===== src/rtl/register_file_if.sv =====
// Register file access bus: one write port, two operand read ports and a debug read port.
// The master side (datapath) drives indices and write data; the slave side (register file) returns read data.
interface register_file_if #(
  parameter int unsigned DATA_WIDTH = 32,
  parameter int unsigned ADDR_WIDTH = 5
);

  logic                  reg_write_i;
  logic [ADDR_WIDTH-1:0] write_register_i;
  logic [DATA_WIDTH-1:0] write_data_i;
  logic [ADDR_WIDTH-1:0] read_register_1_i;
  logic [ADDR_WIDTH-1:0] read_register_2_i;
  logic [ADDR_WIDTH-1:0] dbg_register_i;
  logic [DATA_WIDTH-1:0] read_data_1_o;
  logic [DATA_WIDTH-1:0] read_data_2_o;
  logic [DATA_WIDTH-1:0] dbg_data_o;

  modport master (
    output reg_write_i,
    output write_register_i,
    output write_data_i,
    output read_register_1_i,
    output read_register_2_i,
    output dbg_register_i,
    input  read_data_1_o,
    input  read_data_2_o,
    input  dbg_data_o
  );

  modport slave (
    input  reg_write_i,
    input  write_register_i,
    input  write_data_i,
    input  read_register_1_i,
    input  read_register_2_i,
    input  dbg_register_i,
    output read_data_1_o,
    output read_data_2_o,
    output dbg_data_o
  );

endinterface


===== src/rtl/register_file.sv =====
// MIPS general-purpose register file: $0 hardwired to zero, two combinational operand
// read ports, one synchronous write port and a non-bypassing debug read port.
module register_file #(
  parameter int unsigned           DATA_WIDTH = 32,
  parameter int unsigned           ADDR_WIDTH = 5,
  parameter logic [DATA_WIDTH-1:0] SP_RESET   = DATA_WIDTH'(32'h7FFF_EFFC),
  parameter logic [DATA_WIDTH-1:0] GP_RESET   = DATA_WIDTH'(32'h1000_8000),
  parameter int unsigned           BYPASS     = 0
) (
  input logic            clk,
  input logic            reset,
  register_file_if.slave rf
);

  localparam int unsigned NUM_REGS  = 2 ** ADDR_WIDTH;
  localparam int unsigned GP_INDEX  = 28;
  localparam int unsigned SP_INDEX  = 29;
  localparam bit          BYPASS_EN = (BYPASS != 0);

  logic [DATA_WIDTH-1:0] regs [NUM_REGS];

  logic                  write_en;
  logic                  hit_1;
  logic                  hit_2;
  logic [DATA_WIDTH-1:0] read_data_1;
  logic [DATA_WIDTH-1:0] read_data_2;
  logic [DATA_WIDTH-1:0] dbg_data;

  // Power-up contents: everything zero except the ABI global and stack pointers.
  function automatic logic [DATA_WIDTH-1:0] reset_value(input int unsigned idx);
    logic [DATA_WIDTH-1:0] val;
    val = '0;
    if (idx == GP_INDEX) val = GP_RESET;
    if (idx == SP_INDEX) val = SP_RESET;
    return val;
  endfunction

  // Writes to $0 are dropped so the storage for index 0 stays zero forever.
  assign write_en = rf.reg_write_i && (rf.write_register_i != '0);

  always_ff @(posedge clk) begin
    if (reset) begin
      for (int unsigned i = 0; i < NUM_REGS; i++) begin
        regs[ADDR_WIDTH'(i)] <= reset_value(i);
      end
    end else if (write_en) begin
      regs[rf.write_register_i] <= rf.write_data_i;
    end
  end

  // Same-cycle forwarding of the writeback value, only when the bypass option is built in.
  assign hit_1 = BYPASS_EN && write_en && (rf.write_register_i == rf.read_register_1_i);
  assign hit_2 = BYPASS_EN && write_en && (rf.write_register_i == rf.read_register_2_i);

  always_comb begin
    read_data_1 = regs[rf.read_register_1_i];
    read_data_2 = regs[rf.read_register_2_i];
    dbg_data    = regs[rf.dbg_register_i];
    if (hit_1) read_data_1 = rf.write_data_i;
    if (hit_2) read_data_2 = rf.write_data_i;
    if (rf.read_register_1_i == '0) read_data_1 = '0;
    if (rf.read_register_2_i == '0) read_data_2 = '0;
    if (rf.dbg_register_i == '0) dbg_data = '0;
  end

  assign rf.read_data_1_o = read_data_1;
  assign rf.read_data_2_o = read_data_2;
  assign rf.dbg_data_o    = dbg_data;

endmodule


===== src/flat_wrapper.sv =====
// flat-port wrapper written by rule: the top's interface ports become plain ports
module register_file_flat 
#(
  parameter int unsigned           DATA_WIDTH = 32,
  parameter int unsigned           ADDR_WIDTH = 5,
  parameter logic [DATA_WIDTH-1:0] SP_RESET   = DATA_WIDTH'(32'h7FFF_EFFC),
  parameter logic [DATA_WIDTH-1:0] GP_RESET   = DATA_WIDTH'(32'h1000_8000),
  parameter int unsigned           BYPASS     = 0
)
  (clk, reset, rf_reg_write_i, rf_write_register_i, rf_write_data_i, rf_read_register_1_i, rf_read_register_2_i, rf_dbg_register_i, rf_read_data_1_o, rf_read_data_2_o, rf_dbg_data_o);
  register_file_if #(.DATA_WIDTH(DATA_WIDTH), .ADDR_WIDTH(ADDR_WIDTH)) rf_i ();
  input logic clk;
  input logic reset;
  input wire logic [$bits(rf_i.reg_write_i)-1:0] rf_reg_write_i;
  input wire logic [$bits(rf_i.write_register_i)-1:0] rf_write_register_i;
  input wire logic [$bits(rf_i.write_data_i)-1:0] rf_write_data_i;
  input wire logic [$bits(rf_i.read_register_1_i)-1:0] rf_read_register_1_i;
  input wire logic [$bits(rf_i.read_register_2_i)-1:0] rf_read_register_2_i;
  input wire logic [$bits(rf_i.dbg_register_i)-1:0] rf_dbg_register_i;
  output wire logic [$bits(rf_i.read_data_1_o)-1:0] rf_read_data_1_o;
  output wire logic [$bits(rf_i.read_data_2_o)-1:0] rf_read_data_2_o;
  output wire logic [$bits(rf_i.dbg_data_o)-1:0] rf_dbg_data_o;
  assign rf_i.reg_write_i = rf_reg_write_i;
  assign rf_i.write_register_i = rf_write_register_i;
  assign rf_i.write_data_i = rf_write_data_i;
  assign rf_i.read_register_1_i = rf_read_register_1_i;
  assign rf_i.read_register_2_i = rf_read_register_2_i;
  assign rf_i.dbg_register_i = rf_dbg_register_i;
  assign rf_read_data_1_o = rf_i.read_data_1_o;
  assign rf_read_data_2_o = rf_i.read_data_2_o;
  assign rf_dbg_data_o = rf_i.dbg_data_o;
  register_file #(.DATA_WIDTH(DATA_WIDTH), .ADDR_WIDTH(ADDR_WIDTH), .SP_RESET(SP_RESET), .GP_RESET(GP_RESET), .BYPASS(BYPASS)) u_core (.clk(clk), .reset(reset), .rf(rf_i));
endmodule

===== config.mk =====
export PLATFORM = sky130hd
export DESIGN_NAME = register_file_flat
export DESIGN_NICKNAME = d
export VERILOG_FILES = /design/src/rtl/register_file_if.sv /design/src/rtl/register_file.sv /design/src/flat_wrapper.sv
export SDC_FILE = /design/constraint.sdc
export NUM_CORES = 2
export LEC_CHECK = 0
export ABC_AREA = 0
export BUFFER_PORTS_ARGS = -buffer_cell sky130_fd_sc_hd__clkbuf_2
export CORE_UTILIZATION = 41
export DETAILED_ROUTE_END_ITERATION = 7
export PLACE_DENSITY = 0.53
export SLEW_MARGIN = 20
export SYNTH_ARGS = -nofsm -noshare
export SYNTH_HDL_FRONTEND = slang
export SYNTH_SLANG_ARGS = --single-unit

===== constraint.sdc =====
create_clock -name clk -period 2 [get_ports clk]
set_input_delay 0.2 -clock clk [delete_from_list [all_inputs] [get_ports clk]]
set_output_delay 0.2 -clock clk [all_outputs]
set_load 0.01 [all_outputs]

# After elaboration in Yosys (flattened, before gate mapping)
# Memories as Yosys holds them, arrays and structs flattened.
# Cells that the tools add are included.
# word_totals
memories	1
ramBits	1024
register_bits	0
input_bits	55
word_cells	20
# mem_list
name	depth	width	rd	rd_clocked_by_memory_dff	wr	line_no	rtl
u_core.regs	32	32	3	0	32	register_file.sv:20	logic [DATA_WIDTH-1:0] regs [NUM_REGS];
# op_classes
reduce_logical	6
n_mux	13
# ops
operator	count
$mux W32	6
$reduce_or A32 Y1	1
$logic_not A5 Y1	3
$mux W1	6
$mux W5	1
$reduce_bool A5 Y1	1
$logic_and A1 B1 Y1	1

# Depth between registers and ports, before layout
# logic_depth
depth_word	7
ltp_mapped	8
ltp_nobuf	4

# Worst setup path before layout
# Ideal clock, no wire load.
# synth_path
path_kind	input -> output
from	input port rf_read_register_2_i[0]
to	output port rf_read_data_2_o[15]
n_path_buf	4
t_arrival_ps	1620
required_time_ps	1800
path_slack_ps	180
cell_stages	7
cell_sequence	buf_2 inv_1 buf_2 buf_2 clkbuf_1 o2111ai_1 a311oi_1
# synth_between
elab_chain_len	2
word_cells_on_any_way	3
classes_between	mux: 1; reduce/logical: 1; memory: 1
# synth_lines
item	line_no	rtl
start: declaration	flat_wrapper.sv:18	input wire logic [$bits(rf_i.read_register_2_i)-1:0] rf_read_register_2_i;
$mem_v2 Z32 W32 / $logic_not A5 Y1 (equally long branches)	--	
$mux W32 *	register_file.sv:62	if (rf.read_register_2_i == '0) read_data_2 = '0;
end: declaration	flat_wrapper.sv:21	output wire logic [$bits(rf_i.read_data_2_o)-1:0] rf_read_data_2_o;
# Every way passes the cells marked *; elsewhere a longest branch is shown, timed or not.

==> flow_metrics.py <==
metrics = {
    "power_and_ir_drop": {
        "p_comb_share_pct": 20.0,
        "p_sw_uw": 16900,
        "pwr-share-seq_pct": 42.6,
        "power.density_mw_per_mm2": 743,
        "ir_worst_vdd_uv": 752,
        "pwr-share-clk_pct": 37.3,
        "p_int_uw": 43600,
        "power_leakage_uw": 0.0296,
        "swShare_pct": 27.9,
    },
    "synth": {
        "synth_most_common_cell": "edfxtp_1",
        "synth_top_cell_area_share_pct": 48.6,
        "synth_common_cells": "edfxtp_1 (1024), and2_1 (965), mux4_2 (553), mux2i_1 (384), clkbuf_1 (321)",
        "synth-seq-cells": 1024,
        "ys.flop_type": "edfxtp_1",
        "async_flop_share_pct": 0,
        "ys_seq_area_share_pct": 48.6,
        "yosys.area.top_type": "edfxtp_1",
        "synthDistinctLibCells": 40,
        "ys_warn_count": 0,
        "synth_edf_count": 1024,
        "synth_cells": 4451,
        "netlist_area_mm2": 0.0633,
        "syn_avg_cell_area_um2": 14.2,
        "netlist_top_cells_area": "edfxtp_1 (49%), mux4_2 (20%), and2_1 (9.5%), mux2i_1 (6.1%), clkbuf_1 (1.9%)",
    },
    "cells_and_area": {
        "drive_above_1_share_pct": 43.6,
        "top_regs": "u_core.regs x1024",
        "largest-register": "u_core.regs",
        "seqCellArea_mm2": 0.0307,
        "syn_to_final_growth_pct": 28.5,
        "largest_reg_flops": 1024,
        "multi_input_area_mm2": 0.0331,
        "fillers": 12500,
        "fin_nets": 5223,
    },
    "run_status": {
        "status": "complete, but fails checks",
        "violations": "setup timing",
    },
    "clocking": {
        "cts_buffers": 120,
        "clkTransAtPathRegs_ps": 60,
        "cts.sink_count": 1024,
        "cts_tree": "done",
        "clockBufferDepth": 3,
        "cts.htree.levels": 3,
        "ctsRootBufferMaster": "clkbuf_16",
    },
    "placed_design": {
        "port_buffers": 150,
        "dp.final_hpwl_um": 197000,
        "dp_slack_ps": -613,
        "place.gp.congestion": 0.976,
    },
    "floorplan": {
        "num_rows": 143,
        "core_mm2": 0.153,
        "initial_utilization_pct": 41.5,
        "die_x_um": 395,
        "fp.dieH_um": 395,
        "pin_count": 151,
        "die_area_mm2": 0.156,
    },
    "global_route": {
        "grtUsageTotal_pct": 37.2,
        "overflow": 0,
        "antenna_found_initial": 23,
        "grt_max_degree": 37,
        "grt_pass1_wl_um": 400000,
        "grt_pass1_vias": 47800,
    },
    "setup_path": {
        "cp.arrival_ps": 2600,
        "startpoint_type": "flip-flop",
        "end_kind": "primary output",
        "critPathRequiredTime_ps": 1800,
        "critPathKind": "flip-flop to primary output",
        "path_max_fanout": 2,
    },
    "route": {
        "first_iter_violations": 7805,
        "routed_via_density": 6.77,
        "routedWlPerCell_um": 40.2,
        "drc": 0,
        "wl_um": 294000,
        "vias": 49500,
        "ant_nets": 0,
        "drt_pass1_iterations": 5,
    },
    "sta": {
        "hold_ws_ps": 53.0,
        "rsz0062_at_grt": "true",
        "fin_ws_ps": -802,
        "fin_crit_sh_pct": 140,
        "slew_viol_final": 0,
        "setup_viol": 96,
        "worstMarginPinSlew_ps": 1170,
        "fmax_ghz": 0.357,
        "final_hold_viol_count": 0,
        "max-slew-margin-rel_pct": 21.7,
        "finalCriticalPeriod_ps": 2800,
    },
    "hold_path": {
        "hold_start": "reset",
        "holdPathEnd": "u_core.regs[0][21]",
        "whs_path_depth": 2,
        "holdCritPathClass": "input pin to flip-flop",
    },
    "run": {
        "maxCapViolCount": 0,
    },
}
==> cells in the final DEF (no fill, tap or decap), drive strengths merged, types with 64 or more instances in the layout <==
cell type and n:
mux4 576, a211oi 96, buf 961, and2 965, mux2i 384, edfxtp 1024, mux2 96, nand2 97
nor2b 71, a221oi 81, o221ai 64, a22oi 96, a311oi 64, o21ai 113, clkbuf 259
==> final cells by class <==
type / count / area share (%)
Timing Repair Buffer: 1082 / 13.6
Inverter: 3 / 0.0200
Sequential cell: 1024 / 37.8
Antenna cell: 9 / 0.0277
Multi-Input combinational cell: 2937 / 40.6
Clock buffer: 154 / 3.98
Tap cell: 2030 / 3.12
Clock inverter: 68 / 0.832
==> stage by stage <==
stage                     cells  total power, uW  setup TNS [ps]  util, %  cell area, um2
after global routing       7299            61700          -65960     53.3           81300
after floorplan            4482            31300               0        -           63400
after detailed placement   7010            36900          -42830     48.6           74200
final                      7307            60500          -62010     53.3           81400
after global placement     7010            36800          -42350     48.6           74200
after CTS                  7279            60100          -65140     52.9           80800
==> power groups by stage <==
stage,Sequential (uW),Combinational [uW],Clock (uW)
after CTS,25700,11700,22700
after detailed placement,26200,10700,0
after global routing,25900,12400,23500
after floorplan,25800,5530,0
final,25800,12100,22600
after global placement,26100,10700,0
==> worst max-delay path: stages (launching register included) <==
cell      delay [ps]
edfxtp_1         460
mux4_2           510
mux2_4           310
a221oi_4         300
a211oi_4          90
clkbuf_8         160
==> cells by family (layout without fill, tap and decap cells) <==
| group | count (synthesis) | in the layout | share of synthesized area (%) |
|---|---|---|---|
| simple gates | 1288 | 1288 | 12.2 |
| compound gates | 561 | 561 | 6.84 |
| mux | 1056 | 1056 | 28.4 |
| flops | 1024 | 1024 | 48.6 |
| other cells | 1 | 41 | 0.00592 |
| buf+inv | 521 | 1307 | 3.98 |
==> metal layers <==
| metal | vias to the layer above | GRT usage, % | routed length (um) |
|---|---|---|---|
| met5 | - | 0 | 35 |
| met4 | 6 | 19.8 | 17600 |
| met3 | 757 | 8.73 | 35500 |
| met2 | 3889 | 54.6 | 128000 |
| met1 | 25800 | 51.2 | 113000 |
| li1 | 19000 | - | - |
==> timing repair <==
item                                   4_1_cts  5_1_grt
setup buffers                               92       29
hold buffers                                16        0
endpoints found under the hold margin      156        0
setup endpoints to repair                   96       96
resized for setup                          491      121
pin swaps                                  133       90
==> how the worst max path moves through the flow <==
stage,slack (ps),to,depth (start not counted),from
after CTS,-820,rf_dbg_data_o[7],6,u_core.regs[29][7]
after detailed placement,-610,rf_read_data_1_o[22],9,rf_read_register_1_i[2]
after global routing,-850,rf_dbg_data_o[15],6,u_core.regs[29][15]
after global placement,-660,rf_dbg_data_o[2],9,rf_dbg_register_i[2]
final,-800,rf_dbg_data_o[20],5,u_core.regs[28][20]
after floorplan,180,rf_read_data_2_o[15],7,rf_read_register_2_i[0]
(Power assumes the default switching activity.)
